<file path="src/rtl/branch_predictor.sv">
`default_nettype none
// ============================================================================
// Module      : branch_predictor
// Description : Fetch-stage dynamic branch predictor. A direct-mapped table of
//               2-bit saturating counters shares its index with a tagged
//               branch target buffer. Lookups are registered (1-cycle latency);
//               the execute stage trains the table when a conditional branch
//               resolves. Saturating branch/mispredict statistics are kept.
// Ports       : clk, rst_n            clock, asynchronous active-low reset
//               lk_en, lk_pc          lookup request (lk_en=0 holds outputs)
//               prediction            registered taken prediction
//               pred_target           registered predicted next PC
//               pred_hit              registered BTB tag hit
//               upd_en, upd_pc,       resolved-branch training interface
//               upd_taken, upd_target,
//               upd_mispred
//               cnt_branches          saturating resolved-branch count
//               cnt_mispred           saturating mispredict count
// Revision    : 1.0 - initial release
// ============================================================================
module branch_predictor #(
    parameter int          IDX_W    = 6,
    parameter logic [1:0]  CNT_INIT = 2'b01,
    parameter int          STAT_W   = 16
) (
    input  logic              clk,
    input  logic              rst_n,
    input  logic              lk_en,
    input  logic [31:0]       lk_pc,
    output logic              prediction,
    output logic [31:0]       pred_target,
    output logic              pred_hit,
    input  logic              upd_en,
    input  logic [31:0]       upd_pc,
    input  logic              upd_taken,
    input  logic [31:0]       upd_target,
    input  logic              upd_mispred,
    output logic [STAT_W-1:0] cnt_branches,
    output logic [STAT_W-1:0] cnt_mispred
);

    localparam int DEPTH = 1 << IDX_W;
    localparam int TAG_W = 30 - IDX_W;

    // Table storage
    logic [1:0]       ctr_q    [DEPTH];
    logic [DEPTH-1:0] valid_q;
    logic [TAG_W-1:0] tag_q    [DEPTH];
    logic [31:0]      target_q [DEPTH];

    // Registered outputs and statistics
    logic              prediction_q,   prediction_d;
    logic              pred_hit_q,     pred_hit_d;
    logic [31:0]       pred_target_q,  pred_target_d;
    logic [STAT_W-1:0] cnt_branches_q, cnt_branches_d;
    logic [STAT_W-1:0] cnt_mispred_q,  cnt_mispred_d;

    // Combinational helpers
    logic [IDX_W-1:0] upd_idx;
    logic [TAG_W-1:0] upd_tag;
    logic [IDX_W-1:0] lk_idx;
    logic [TAG_W-1:0] lk_tag;
    logic [1:0]       ctr_upd_d;
    logic             fwd_ctr;
    logic             fwd_btb;
    logic [1:0]       lk_ctr;
    logic             lk_valid;
    logic [TAG_W-1:0] lk_tag_rd;
    logic [31:0]      lk_target_rd;
    logic             lk_hit;

    // Byte-offset bits of the update PC carry no information for the table.
    logic unused_upd_pc_lsb;
    assign unused_upd_pc_lsb = ^upd_pc[1:0];

    always_comb begin
        upd_idx = upd_pc[IDX_W+1:2];
        upd_tag = upd_pc[31:IDX_W+2];
        lk_idx  = lk_pc[IDX_W+1:2];
        lk_tag  = lk_pc[31:IDX_W+2];

        // Saturating 2-bit counter step for the entry being trained
        ctr_upd_d = ctr_q[upd_idx];
        if (upd_taken) begin
            if (ctr_q[upd_idx] != 2'd3) ctr_upd_d = ctr_q[upd_idx] + 2'd1;
        end else begin
            if (ctr_q[upd_idx] != 2'd0) ctr_upd_d = ctr_q[upd_idx] - 2'd1;
        end

        // Write-first bypass: a lookup hitting the index being trained this
        // cycle sees the post-update counter and, for taken updates, the
        // freshly written BTB fields.
        fwd_ctr      = upd_en && (upd_idx == lk_idx);
        fwd_btb      = fwd_ctr && upd_taken;
        lk_ctr       = fwd_ctr ? ctr_upd_d  : ctr_q[lk_idx];
        lk_valid     = fwd_btb ? 1'b1       : valid_q[lk_idx];
        lk_tag_rd    = fwd_btb ? upd_tag    : tag_q[lk_idx];
        lk_target_rd = fwd_btb ? upd_target : target_q[lk_idx];
        lk_hit       = lk_valid && (lk_tag_rd == lk_tag);

        prediction_d  = prediction_q;
        pred_hit_d    = pred_hit_q;
        pred_target_d = pred_target_q;
        if (lk_en) begin
            pred_hit_d    = lk_hit;
            prediction_d  = lk_hit && lk_ctr[1];
            pred_target_d = lk_hit ? lk_target_rd : (lk_pc + 32'd4);
        end

        cnt_branches_d = cnt_branches_q;
        cnt_mispred_d  = cnt_mispred_q;
        if (upd_en) begin
            if (!(&cnt_branches_q)) cnt_branches_d = cnt_branches_q + 1'b1;
            if (upd_mispred && !(&cnt_mispred_q)) cnt_mispred_d = cnt_mispred_q + 1'b1;
        end
    end

    // Counters, valid bits, outputs and statistics: asynchronously reset
    always_ff @(posedge clk or negedge rst_n) begin
        if (!rst_n) begin
            for (int i = 0; i < DEPTH; i++) begin
                ctr_q[i] <= CNT_INIT;
            end
            valid_q        <= '0;
            prediction_q   <= 1'b0;
            pred_hit_q     <= 1'b0;
            pred_target_q  <= '0;
            cnt_branches_q <= '0;
            cnt_mispred_q  <= '0;
        end else begin
            if (upd_en) begin
                ctr_q[upd_idx] <= ctr_upd_d;
                if (upd_taken) valid_q[upd_idx] <= 1'b1;
            end
            prediction_q   <= prediction_d;
            pred_hit_q     <= pred_hit_d;
            pred_target_q  <= pred_target_d;
            cnt_branches_q <= cnt_branches_d;
            cnt_mispred_q  <= cnt_mispred_d;
        end
    end

    // Tag/target payload is qualified by valid_q, so it needs no reset
    always_ff @(posedge clk) begin
        if (upd_en && upd_taken) begin
            tag_q[upd_idx]    <= upd_tag;
            target_q[upd_idx] <= upd_target;
        end
    end

    assign prediction   = prediction_q;
    assign pred_hit     = pred_hit_q;
    assign pred_target  = pred_target_q;
    assign cnt_branches = cnt_branches_q;
    assign cnt_mispred  = cnt_mispred_q;

endmodule
`default_nettype wire
</file>
<file path="config.mk">
export PLATFORM = sky130hd
export DESIGN_NAME = branch_predictor
export DESIGN_NICKNAME = d
export VERILOG_FILES = /design/src/rtl/branch_predictor.sv
export SDC_FILE = /design/constraint.sdc
export NUM_CORES = 2
export LEC_CHECK = 0
export CORE_AREA = 10 10 504 506
export DETAILED_ROUTE_END_ITERATION = 8
export DIE_AREA = 0 0 514 516
export PLACE_DENSITY = 0.78
export SLEW_MARGIN = 15
export SYNTH_ARGS = -nofsm -noshare
export SYNTH_HDL_FRONTEND = slang
export SYNTH_SLANG_ARGS = --single-unit
</file>
<file path="constraint.sdc">
create_clock -name clk -period 4.4 [get_ports clk]
set_input_delay 0.66 -clock clk [delete_from_list [all_inputs] [get_ports clk]]
set_output_delay 0.66 -clock clk [all_outputs]
set_load 0.02 [all_outputs]
</file>
==> run metrics <==
CTS Buf Count=between 300 and 400; synth warn=0; CTS tree=done; Max Slew Vio Count=0; num rows=between 150 and 200; Arr. time, crit path=5070 ps; Port Buffers=between 150 and 200; CP endpoint kind=register; Non-Filler Instances=approximately 11000; CTS resizes=0; CP cell instances=mux4_2 > mux2i_1 > o22ai_1 > nor4_1 > o31ai_1 > buf_4 > a2111oi_2 > nand4_1 > nor4_4 > buf_4 > buf_12 > buf_4 > nand4_1 > o311ai_1; core area=around 0.24 mm^2; DR WL/cell=approximately 43 um; relative slew slack=0.159; CTS Sinks=approximately 3800; Placer Congestion=a little over 0.9; Final #Nets=around 8000; routed vias/inst=~7.6; most frequent cells in the layout=edfxtp_1, mux4_2, buf_4; CP dominant cell by count=buf_4; slowest stage delay, CP=about 500 ps; vias in the first global route=about 86000; latest clock arrival within the worst-skew pair=just over 1000 ps; skew final=about 100 ps; Critical Path Sink=pred_target[13]; layout cell share with drive strength beyond 1=0.297; DR iter-0 viols=approximately 16000; Mapped Avg Cell Area=roughly 21 um^2; met1 Use GR=0.446; first-pass GRT wire length=~680000 um; Max Buffers Root-to-Sink=4; Min-Delay Path Class=in2reg; register area share after synthesis=0.760; drt drc=2; ys flop type=edfxtp_1; Core Util, Final=0.709; Area growth, synth to finish=15.4%; Syn Nets=between 7000 and 8000; Placed Cells=~11000; Buf/Inv on CP=4; Worst setup startpoint=tag_q[53][19]; Post-synth EDFFs=roughly 3600; highest net fanout along the worst path=19; Multi-input gate area=roughly 0.034 mm^2; Final ANT Viol Nets=0; Reg2Reg Depth=14; Max VDD drop=~0.45 mV; # setup viols final=0; Post-synth ARST share=0.0672; # fillers=approximately 13000; Worst path depth=14; maxcap violations=0; root buf cell=clkbuf_16; flop2flop setup slack=roughly 200 ps; worst r2r dst=pred_target[13]; worst slack, placed=-528 ps; chip height=just over 500 um; routed wire length=a little under 500000 um; dpl hpwl=around 260000 um; LEAKAGE=0.0569 uW; TritonRoute pass-1 iters=9; status=finished, violations left; Mapped Area=~0.15 mm^2; Clk pin slew, worst setup/hold paths=approximately 70 ps; H-tree Lvls=5; Die X=about 500 um; Max Freq=around 240 MHz; fin crit share=0.954; crit-path leading delay family=simple AND/OR/NAND/NOR gates; gr ovfl total=0; violated checks=DRC; Initial Util=0.615; Cell Pwr Density=451 mW/mm^2; Setup CP Type=reg2reg; Slowest-stage cell, CP=nor4_1; setup ws final=approximately 200 ps; Period minus WS final=around 4200 ps; kind of start point of the critical path=register; count of state elements after synthesis=roughly 3800; Netlist cell types=between 80 and 90; met3 Usage GRT=0.114; final hold violation count=0; critical path data required time=about 5300 ps; GRT Util Overall=0.369; DIE AREA=between 0.2 and 0.3 mm^2; Mapped Cells=approximately 7100; DR vias=between 80000 and 90000; Global Route met2 Usage=0.562; leading cell type in the layout, fill and taps excluded=edfxtp_1; I/O pins=~170; initial antenna violation count=37; RSZ-0062 raised after global routing=false; Critical R2R Launch=tag_q[53][19]; largest net degree at the start of global routing=~130; worst-margin pin slew=about 1300 ps; Register Area=0.114 mm^2; busiest metal layer after global routing=met2; total power draw=78100 uW
-- synthesized netlist by cell type (all sizes together), types with 4 or more instances --
cell type / instances / area share
xnor2: 40 / 0.0023
nor3: 22 / 0.00073
nand2: 402 / 0.010
a2111oi: 7 / 0.00045
buf: 253 / 0.010
nor2b: 20 / 0.00083
o21ai: 162 / 0.0054
nand3b: 4 / 0.00022
a311oi: 9 / 0.00052
a22o: 18 / 0.0010
mux4: 969 / 0.15
and3: 26 / 0.0011
o311ai: 19 / 0.0011
nand2b: 8 / 0.00033
a21oi: 87 / 0.0029
a22oi: 94 / 0.0047
o2111ai: 4 / 0.00023
o31ai: 5 / 0.00025
nor2: 171 / 0.0043
or2: 65 / 0.0027
a221o: 20 / 0.0013
clkbuf: 142 / 0.0036
mux2i: 301 / 0.020
o211ai: 7 / 0.00035
o22ai: 39 / 0.0016
and2: 10 / 0.00042
inv: 27 / 0.00067
mux2: 29 / 0.0022
nor4: 11 / 0.00056
a221oi: 32 / 0.0019
dfrtp: 194 / 0.032
a211oi: 23 / 0.0011
and4: 6 / 0.00035
o221ai: 19 / 0.0011
dfstp: 64 / 0.011
nand4: 44 / 0.0018
xor2: 28 / 0.0016
a31oi: 19 / 0.00079
nand3: 63 / 0.0021
a211o: 4 / 0.00023
a32oi: 6 / 0.00035
edfxtp: 3584 / 0.72
-- metal layers --
layer / share of wire / vias to the layer above
met1: 0.30 / 43700
met3: 0.14 / 2390
met2: 0.46 / 9029
met5: 0.00025 / -
li1: - / 31200
met4: 0.096 / 20
-- stage by stage --
step                instance area [um^2]  hold WS (ps)   TNS, ps
floorplan                         150000           364  -1508500
global placement                  161000           445    -14050
detailed placement                161000           450    -20130
CTS                               173000          11.7         0
global route                      173000          37.7         0
finish                            173000          69.0         0
-- worst register-to-register path: cells and delay by family, from the launching register on --
family	cells	cell delay [ps]
multiplexers	2	670
flip-flops	1	370
AO/OA/AOI/OAI	4	1050
buffers and inverters	4	770
AND/OR/NAND/NOR	4	1210
-- logic make-up (layout without fill, tap and decap cells) --
group,count (synthesis),in the layout,synth area share
buffers and inverters,423,1483,0.0145
muxes,1299,1299,0.168
xor gates and xnor gates,68,68,0.00397
other,0,29,0
AOI/OAI and AO/OA,606,606,0.0274
and+or+nand+nor,867,867,0.0263
DFF,3842,3842,0.760
adders and majority gates,4,4,0.000317
-- layout make-up --
class	instances	area share
multi-input cells	2844	0.198
flip-flops and latches	3842	0.659
clock inverters	215	0.0116
clock buffers	464	0.0584
repair buffers	776	0.0485
well taps	3220	0.0232
diodes	29	0.000419
inverters	28	0.000672
-- repair_timing --
| action | in CTS | in global routing |
|---|---|---|
| setup endpoints to repair | 0 | 2 |
| hold buffers | 6 | 0 |
| setup buffers | 0 | 1 |
| endpoints found under the hold margin | 91 | 0 |
-- report_power, final --
part / switching [uW] / leakage, uW / internal, uW
logic: 3000 / 0.0155 / 1990
clock network: 14000 / 0.00597 / 18400
registers: 308 / 0.0354 / 40400
-- flip-flops by register name, summed over array words and instances, names as in the netlist --
signal,flops
ctr_q,128
valid_q,64
target_q,2048
cnt_mispred,16
prediction,1
tag_q,1536
pred_target,32
pred_hit,1
cnt_branches,16
-- worst min path at each step --
stage / startpoint / endpoint / slack (ps) / depth (start not counted)
2_1_floorplan: rst_n / cnt_branches[0] / 360 / 0
3_3_place_gp: valid_q[54] / valid_q[54] / 450 / 1
6_report: upd_target[26] / target_q[4][26] / 70 / 1
5_1_grt: upd_pc[17] / tag_q[23][9] / 40 / 1
4_1_cts: upd_pc[17] / tag_q[18][9] / 10 / 1
3_5_place_dp: valid_q[43] / valid_q[43] / 450 / 1
No activity file was read; power rests on OpenSTA's default activity.
